### src/rtl/fetch_pkg.sv
// rtl/fetch_pkg.sv - shared types and constants for the instruction fetch front end
package fetch_pkg;

  localparam int FETCH_XLEN    = 32;
  localparam int DEFAULT_DEPTH = 4;

  // Address fetching starts from after reset.
  localparam logic [FETCH_XLEN-1:0] RESET_PC = '0;

  typedef struct packed {
    logic [FETCH_XLEN-1:0] instr;
    logic [FETCH_XLEN-1:0] addr;
  } fetch_entry_t;

endpackage

### src/rtl/fetch_fifo.sv
// rtl/fetch_fifo.sv - circular instruction queue with push, pop and flush
//
// Ports:
//   clk, rst    clock, asynchronous active-high reset
//   flush       empty the queue (wins over push/pop)
//   push        write push_data at the tail
//   push_data   entry to write
//   pop         advance the head (caller guarantees the queue is non-empty)
//   head_data   entry at the head, valid when count != 0
//   count       occupancy, 0..DEPTH
module fetch_fifo
  import fetch_pkg::*;
#(
  parameter int  DEPTH = DEFAULT_DEPTH,
  parameter type T     = fetch_entry_t
) (
  input  logic                     clk,
  input  logic                     rst,
  input  logic                     flush,
  input  logic                     push,
  input  T                         push_data,
  input  logic                     pop,
  output T                         head_data,
  output logic [$clog2(DEPTH):0]   count
);

  localparam int PW = $clog2(DEPTH);
  localparam int CW = PW + 1;

  T              mem [DEPTH];
  logic [PW-1:0] head;
  logic [PW-1:0] tail;

  // Pointers wrap naturally because DEPTH is a power of two. When full,
  // head == tail, so a simultaneous push overwrites exactly the slot being
  // popped; the read of the old head value happens before the write lands.
  always_ff @(posedge clk or posedge rst) begin
    if (rst) begin
      head  <= '0;
      tail  <= '0;
      count <= '0;
    end else if (flush) begin
      head  <= '0;
      tail  <= '0;
      count <= '0;
    end else begin
      if (push) tail <= tail + PW'(1);
      if (pop)  head <= head + PW'(1);
      case ({push, pop})
        2'b10:   count <= count + CW'(1);
        2'b01:   count <= count - CW'(1);
        default: count <= count;
      endcase
    end
  end

  // Storage needs no reset: nothing is visible unless count covers it.
  always_ff @(posedge clk) begin
    if (push && !flush) mem[tail] <= push_data;
  end

  assign head_data = mem[head];

endmodule

### src/rtl/fetch_queue.sv
// rtl/fetch_queue.sv - sequential instruction fetch with buffered queue and flush/redirect
//
// Optional feature macro: FETCH_QUEUE_BYPASS_EN (present an accepted response
// to the Decoder in the same cycle when the queue is empty).
//
// Ports:
//   clk, rst         clock, asynchronous active-high reset
//   rdy              global ready; low freezes all state
//   rob_clear        flush from the RoB, restart at back_pc
//   back_pc          restart address for rob_clear
//   start_fetch      request valid to the instruction cache
//   pc               request address to the instruction cache
//   instr_ready_in   cache response valid
//   instr_in         cache response instruction
//   instr_addr_in    address the cache response belongs to
//   redirect         Decoder predicted-taken, restart at predictor_pc
//   predictor_pc     redirect target
//   instr_issued     Decoder consumed the head this cycle
//   instr_ready      head valid toward the Decoder
//   instr            head instruction (0 when not valid)
//   instr_addr       head address (0 when not valid)
//   count            queue occupancy
module fetch_queue
  import fetch_pkg::*;
#(
  parameter int DEPTH = DEFAULT_DEPTH,
  parameter int XLEN  = FETCH_XLEN
) (
  input  logic                   clk,
  input  logic                   rst,
  input  logic                   rdy,
  input  logic                   rob_clear,
  input  logic [XLEN-1:0]        back_pc,
  output logic                   start_fetch,
  output logic [XLEN-1:0]        pc,
  input  logic                   instr_ready_in,
  input  logic [XLEN-1:0]        instr_in,
  input  logic [XLEN-1:0]        instr_addr_in,
  input  logic                   redirect,
  input  logic [XLEN-1:0]        predictor_pc,
  input  logic                   instr_issued,
  output logic                   instr_ready,
  output logic [XLEN-1:0]        instr,
  output logic [XLEN-1:0]        instr_addr,
  output logic [$clog2(DEPTH):0] count
);

  localparam int CW = $clog2(DEPTH) + 1;

  typedef struct packed {
    logic [XLEN-1:0] instr;
    logic [XLEN-1:0] addr;
  } entry_t;

  entry_t        head_entry;
  entry_t        push_entry;
  logic [CW-1:0] q_count;
  logic          q_valid;
  logic          room;
  logic          flushing;
  logic          normal;
  logic          match;
  logic          head_pop;
  logic          accept;
  logic          push;
  logic          bypass;

  assign q_valid  = (q_count != '0);
  assign room     = (q_count < CW'(DEPTH));
  assign flushing = rdy && (rob_clear || redirect);
  assign normal   = rdy && !rob_clear && !redirect;

  // Only a response for the currently requested pc is taken; anything else
  // is a stale reply to a request issued before a flush or a refetch.
  assign match    = instr_ready_in && (instr_addr_in == pc);
  assign head_pop = normal && instr_issued && q_valid;

  // A pop in the same cycle frees a slot, so a full queue can still accept.
  assign accept   = normal && match && (room || head_pop);

`ifdef FETCH_QUEUE_BYPASS_EN
  assign bypass = accept && !q_valid;
  // A bypassed response that the Decoder consumes right away never lands.
  assign push   = accept && !(bypass && instr_issued);
`else
  assign bypass = 1'b0;
  assign push   = accept;
`endif

  assign push_entry = '{instr: instr_in, addr: pc};

  fetch_fifo #(
    .DEPTH (DEPTH),
    .T     (entry_t)
  ) u_fifo (
    .clk       (clk),
    .rst       (rst),
    .flush     (flushing),
    .push      (push),
    .push_data (push_entry),
    .pop       (head_pop),
    .head_data (head_entry),
    .count     (q_count)
  );

  always_ff @(posedge clk or posedge rst) begin
    if (rst) begin
      pc <= XLEN'(RESET_PC);
    end else if (rdy) begin
      if (rob_clear)     pc <= back_pc;
      else if (redirect) pc <= predictor_pc;
      else if (accept)   pc <= pc + XLEN'(4);
    end
  end

  always_comb begin
    instr_ready = 1'b0;
    instr       = '0;
    instr_addr  = '0;
    if (q_valid) begin
      instr_ready = 1'b1;
      instr       = head_entry.instr;
      instr_addr  = head_entry.addr;
    end else if (bypass) begin
      instr_ready = 1'b1;
      instr       = instr_in;
      instr_addr  = pc;
    end
  end

  assign start_fetch = room && !rob_clear && !redirect;
  assign count       = q_count;

endmodule

### config.mk
export PLATFORM = sky130hd
export DESIGN_NAME = fetch_queue
export DESIGN_NICKNAME = d
export VERILOG_FILES = /design/src/rtl/fetch_pkg.sv /design/src/rtl/fetch_fifo.sv /design/src/rtl/fetch_queue.sv
export SDC_FILE = /design/constraint.sdc
export NUM_CORES = 1
export LEC_CHECK = 0
export ABC_AREA = 1
export CAP_MARGIN = 25
export CORE_MARGIN = 2
export CORE_UTILIZATION = 48
export CTS_CLUSTER_SIZE = 20
export DETAILED_ROUTE_END_ITERATION = 12
export PLACE_DENSITY = 0.76
export SYNTH_ARGS = -nofsm -noshare
export SYNTH_HDL_FRONTEND = slang
export SYNTH_SLANG_ARGS = --single-unit
### constraint.sdc
create_clock -name clk -period 4.1 [get_ports clk]
set_input_delay 0.82 -clock clk [delete_from_list [all_inputs] [get_ports clk]]
set_output_delay 0.82 -clock clk [all_outputs]
set_load 0.02 [all_outputs]
## Word level (Yosys, flattened, before mapping)

Memory sizes are Yosys's and may differ from the RTL's.
Index checks and enable logic that the tools add are counted.

- Register bits after elaboration: 39
- Latch bits: 0
- Memory bits (writable): 256
- ROM bits: 0
- Input port bits: 135
- Output and inout port bits: 101
- Memories: 1

Memories:

| name | words | width | rd ports | clocked after memory_dff | wr ports | line | source |
|---|---|---|---|---|---|---|---|
| u_fifo.mem | 4 | 64 | 1 | 0 | 1 | fetch_fifo.sv:30 | `T mem [DEPTH];` |

- $add $sub $neg: 5
- Multiply operators: 0
- Divide/modulo/power cells: 0
- Magnitude comparators: 1
- Equality and inequality tests: 3
- Shifts and indexed selects: 0
- Muxes and demuxes: 14
- Bitwise gates (word level): 0
- Reduce and logical (&&, ||, !) cells: 22

Operator list:

| cell | count |
|---|---|
| $mux W32 | 5 |
| $add A32 B3 Y32 const B | 1 |
| $eq A32 B32 Y1 | 1 |
| $logic_and A1 B1 Y1 | 11 |
| $reduce_bool A3 Y1 | 3 |
| $mux W2 | 4 |
| $pmux W3 S2 | 1 |
| $add A2 B1 Y2 const B | 2 |
| $reduce_bool A2 Y1 | 2 |
| $add A3 B1 Y3 const B | 1 |
| $logic_not A1 Y1 | 3 |
| $lt A3 B3 Y1 const B | 1 |
| $mux W1 | 3 |
| $mux W3 | 1 |
| $sub A3 B1 Y3 const B | 1 |
| $eq A2 B1 Y1 const B | 1 |
| $eq A2 B2 Y1 const B | 1 |
| $logic_or A1 B1 Y1 | 2 |
| $reduce_and A2 Y1 | 1 |

## Depth between registers and ports, before layout

- Word-level depth: 10
- Depth in mapped cells: 17

## Hierarchy

Synthesis repeated with hierarchy kept, for this count alone.

- Cell total of the unflattened synthesis: 1448
- Area total of the unflattened synthesis: 13859.5 um2

Modules (own cells, without submodules):

| module | times used | cells each | area each (um2) | seq. area each (um2) |
|---|---|---|---|---|
| fetch_fifo | 1 | 679 | 9933.3 | 7862.5 |
| fetch_queue | 1 | 769 | 3926.3 | 800.8 |

## Worst setup path after synthesis

No wires, ideal clock.

- Kind: in2reg
- Start point: input rob_clear
- End point: memory u_fifo.mem[0][0] (netlist name), enable pin
- Setup time: 486 ps
- Arrival time: 4455 ps
- Required time: 3614 ps
- Slack: -842 ps
- Stages: 9
- Path buffers: 2
- Path through: buf_6 -> inv_2 -> nand2_4 -> clkinv_1 -> nor2_1 -> inv_1 -> buf_1 -> nand3_1 -> nor2_1

- Cells in the longest elaborated chain, start to end: 10
- Elaborated cells on any way between the ends: 14
- Those cells by class: mux: 2; reduce/logical: 12

Ends and longest elaborated chain:

| what | line | source |
|---|---|---|
| from (decl) | fetch_queue.sv:32 | `input logic rob_clear,` |
| $logic_not A1 Y1 | fetch_queue.sv:71 | `assign normal = rdy && !rob_clear && !redirect;` |
| $logic_and A1 B1 Y1 (2 in a row) | fetch_queue.sv:71 |  |
| $logic_and A1 B1 Y1 (2 in a row) | fetch_queue.sv:76 | `assign head_pop = normal && instr_issued && q_valid;` |
| $logic_or A1 B1 Y1 | fetch_queue.sv:79 | `assign accept = normal && match && (room \|\| head_pop);` |
| $logic_and A1 B1 Y1 | fetch_queue.sv:79 |  |
| $logic_and A1 B1 Y1 * | fetch_fifo.sv:59 | `if (push && !flush) mem[tail] <= push_data;` |
| $mux W1 * | fetch_fifo.sv:59 |  |
| $mux W1 (implied by the code) * | fetch_fifo.sv:59 |  |
| to (decl) | fetch_fifo.sv:30 |  |

Mark *: on every way between the ends. The rest lies on a longest branch, timed or not.

## Worst setup path in the final report

- Start point: register u_fifo.count[2]
- End point: output instr_addr[25]

- Cells in the longest elaborated chain, start to end: 2

Ends and longest elaborated chain:

| what | line | source |
|---|---|---|
| from (decl) | fetch_fifo.sv:24 | `output logic [$clog2(DEPTH):0] count` |
| from (signal assigned) | fetch_fifo.sv:50 | `2'b10: count <= count + CW'(1);` |
| from (signal assigned) | fetch_fifo.sv:51 | `2'b01: count <= count - CW'(1);` |
| from (signal assigned) | fetch_fifo.sv:52 | `default: count <= count;` |
| $reduce_bool A3 Y1 | fetch_queue.sv:68 | `assign q_valid = (q_count != '0);` |
| $mux W32 | fetch_queue.sv:120 | `if (q_valid) begin` |
| to (decl) | fetch_queue.sv:44 | `output logic [XLEN-1:0] instr_addr,` |

No other way between the ends.

==> results.json <==
{
  "synth_area_um2": 13680,
  "comb_power_share_pct": 10.9,
  "synth_adder_area_share_pct": 0.6037,
  "portBuffers": 235,
  "whs_path_depth": 2,
  "cts_buffers": 29,
  "synthFlopType": "edfxtp_1",
  "dp_hpwl_um": 25530,
  "p_sw_share_pct": 25.04,
  "p_int_mw": 4.984,
  "synth.net_count": 1526,
  "synth_compound_area_share_pct": 11.53,
  "yosys.area.top_type_share_pct": 56.20,
  "fin_crit_sh_pct": 89.55,
  "synth-edff-count": 256,
  "fin_cells": 2005,
  "fmax_ghz": 0.2724,
  "synthXorXnorAreaFrac_pct": 1.665,
  "cellPowerDensity_nw_per_um2": 383.5,
  "place.gp.congestion": 0.9599,
  "cts_setup_buffers": 0,
  "die_h_um": 172.8,
  "wirelength_um": 38630,
  "timing.critical_path.to_type": "output port",
  "tightest_slew_ps": 627.5,
  "hp-start": "u_fifo.count[1]$_DFFE_PP0P_",
  "rsz0062_at_grt": "no",
  "grt_pass1_vias": 10610,
  "die_area_um2": 29870,
  "grt_overflow": 0,
  "reg2regPathDepth": 14,
  "yosysMostFrequentCell": "nor2_1",
  "p_sw_mw": 1.665,
  "crit_arrival_ps": 2850,
  "wire_per_inst_um": 19.27,
  "seqPwrFrac_pct": 53.2,
  "setup_viol": 0,
  "start_util_pct": 48.97,
  "setup-tns-final_ps": 0,
  "synthArstFlopShare_pct": 13.22,
  "drcViolationCount": 0,
  "fp.dieW_um": 172.8,
  "synth.avg_cell_area_um2": 9.877,
  "required_ps": 3280,
  "relSlewSlack_pct": 58.12,
  "drtIter0Drc": 1141,
  "hp-class": "flop to flop",
  "place_area_um2": 16500,
  "cts-root-buf": "clkbuf_16",
  "grt_max_degree": 130,
  "seq_area_frac_synth_pct": 63.33,
  "clk_latency_ps": 540,
  "antennaDiodeCount": 0,
  "critPathLaunchType": "flop",
  "ys_types": 39,
  "yosys.area_share.simple_pct": 17.95,
  "core-area_um2": 27930,
  "synth_area_leaders": "edfxtp_1, nor2_1, dfrtp_1",
  "place_inst": 1953,
  "dr_total_vias": 10840,
  "syn_to_final_growth_pct": 26.74,
  "yosysWarnings": 0,
  "synth_top_family_by_area": "simple AND/OR/NAND/NOR gates",
  "post_cts_resized": 0,
  "synthTopCellsByCount": "nor2_1, edfxtp_1, nand2_1, o21ai_0, inv_1",
  "design_area_um2": 17340,
  "nNetsFinal": 1747,
  "timing_hold_violations_final": 0,
  "power.share.clock_pct": 35.9,
  "cts_hold_buf": 0,
  "muxShareOfSynthArea_pct": 0,
  "path_clk_slew_ps": 60,
  "fillers": 2305,
  "postRouteAntennaNets": 0,
  "cp_max_fo": 50,
  "slew_viol_final": 0,
  "groute.usage.overall_pct": 25.32,
  "cap_violations": 0,
  "grt_first_pass_wirelength_um": 59250,
  "ioPinCount": 236,
  "drt-pass1-iter-count": 5,
  "h-tree-depth": 1,
  "cts_tree": "done",
  "r2r_start": "pc[16]$_DFFE_PP0P_",
  "power_mw": 6.649,
  "rrSetupSlack_ps": 1140,
  "p_leak_nw": 6.372,
  "antenna_found_initial": 0,
  "crit_type": "flop to output port",
  "fin_crit_ps": 3672,
  "finalClockSkew_ps": 14.43,
  "worstHoldEndpoint": "u_fifo.count[1]$_DFFE_PP0P_",
  "drive_gt1_share_pct": 6.392,
  "ir_drop_mv": 0.2880,
  "yosys_register_bits": 295,
  "syn_inst": 1385,
  "rows": 61,
  "viasPerCell": 5.406,
  "cts_sinks": 295,
  "ctsLongestPathBuffers": 3,
  "yosysTopAreaCell": "edfxtp_1",
  "r2r_end": "u_fifo.count[2]$_DFFE_PP0P_",
  "outcome": "finished, final reports clean"
}
logic make-up after synthesis:
family	after synthesis
compound gates	287
buf+inv	166
xor+xnor	26
simple gates	605
fa+ha+maj	6
flops	295
area by class of cell:
class                   instances  area (um^2)  share of cell area, %
inverters                      97        365.4                  2.107
repair buffers                259         2620                  15.11
flip-flops and latches        295         8668                  50.00
multi-input cells             924         4377                  25.24
clock buffers                  38        759.5                  4.380
well taps                     378        473.0                  2.728
clock inverters                14        75.07                 0.4330
cells in the final DEF (no fill, tap or decap), types with 2 or more instances in the layout:
master | synthesis | final
a21oi_1 | 78 | 78
a21oi_2 | 10 | 10
a221oi_1 | 2 | 2
a22o_1 | 18 | 18
a22oi_1 | 3 | 3
and3_1 | 2 | 2
buf_12 | 0 | 7
buf_4 | 4 | 17
clkbuf_1 | 40 | 9
clkbuf_16 | 0 | 29
clkdlybuf4s50_1 | 0 | 235
clkinv_1 | 4 | 11
clkinv_2 | 0 | 4
clkinv_4 | 0 | 2
dfrtp_1 | 39 | 37
edfxtp_1 | 256 | 256
ha_1 | 5 | 5
inv_1 | 81 | 79
inv_2 | 12 | 13
nand2_1 | 194 | 194
nand2_4 | 2 | 2
nand3_1 | 27 | 27
nand4_1 | 20 | 20
nor2_1 | 331 | 326
nor2_2 | 6 | 7
nor2_4 | 2 | 6
nor3_1 | 13 | 13
nor4_1 | 4 | 4
o211ai_1 | 5 | 5
o21ai_0 | 143 | 143
o21ai_1 | 25 | 25
xnor2_1 | 9 | 9
xor2_1 | 17 | 17
layer usage:
| metal | vias to the layer above | global-route usage, % | part of all wire, % |
|---|---|---|---|
| met1 | 5126 | 33.18 | 41 |
| met4 | 0 | 8.333 | 3.2 |
| met2 | 478 | 43.05 | 48 |
| met5 | - | 0 | 0 |
| li1 | 5161 | - | - |
| met3 | 74 | 4.266 | 7.4 |
power by group through the flow:
stage          clock, mW  combinational (mW)  sequential, mW
2_1_floorplan          0               0.330            3.56
3_3_place_gp           0               0.718            3.59
3_5_place_dp           0               0.721            3.59
4_1_cts             2.41               0.726            3.53
5_1_grt             2.54               0.793            3.55
6_report            2.38               0.727            3.54
worst max-delay path, cell delays in order, from the launching register on:
cell             delay, ps
dfrtp_1                540
nor2_1                  70
nand2_1                250
inv_2                  220
buf_12                 250
a21oi_1                280
clkdlybuf4s50_1        660
registers in the layout (all words and copies together), names as in the netlist:
register / flops
u_fifo.count: 3
u_fifo.head: 2
u_fifo.mem: 256
pc: 32
u_fifo.tail: 2
metrics by stage:
stage / hold slack [ps] / utilization (%) / setup slack (ps)
6_report: 596.3 / 62.07 / 428.3
5_1_grt: 625.3 / 62.07 / 279.8
4_1_cts: 592.8 / 62.07 / 414.8
3_5_place_dp: 575.8 / 59.08 / 589.7
3_3_place_gp: 561.9 / 59.08 / 646.2
2_1_floorplan: 561.9 / - / -841.6
worst max-delay path by stage:
stage / cells past startpoint / endpoint / startpoint / slack, ps
global placement: 15 / u_fifo.count[2]$_DFFE_PP0P_ / instr_addr_in[16] / 650
global route: 5 / instr_addr[15] / u_fifo.head[0]$_DFFE_PP0P_ / 280
detailed placement: 17 / u_fifo.count[2]$_DFFE_PP0P_ / redirect / 590
floorplan: 9 / u_fifo.mem[0][0]$_DFFE_PP_ / rob_clear / -840
finish: 6 / instr_addr[25] / u_fifo.count[2]$_DFFE_PP0P_ / 430
CTS: 5 / instr_addr[15] / u_fifo.head[0]$_DFFE_PP0P_ / 410
No activity file was read; power rests on OpenSTA's default activity.
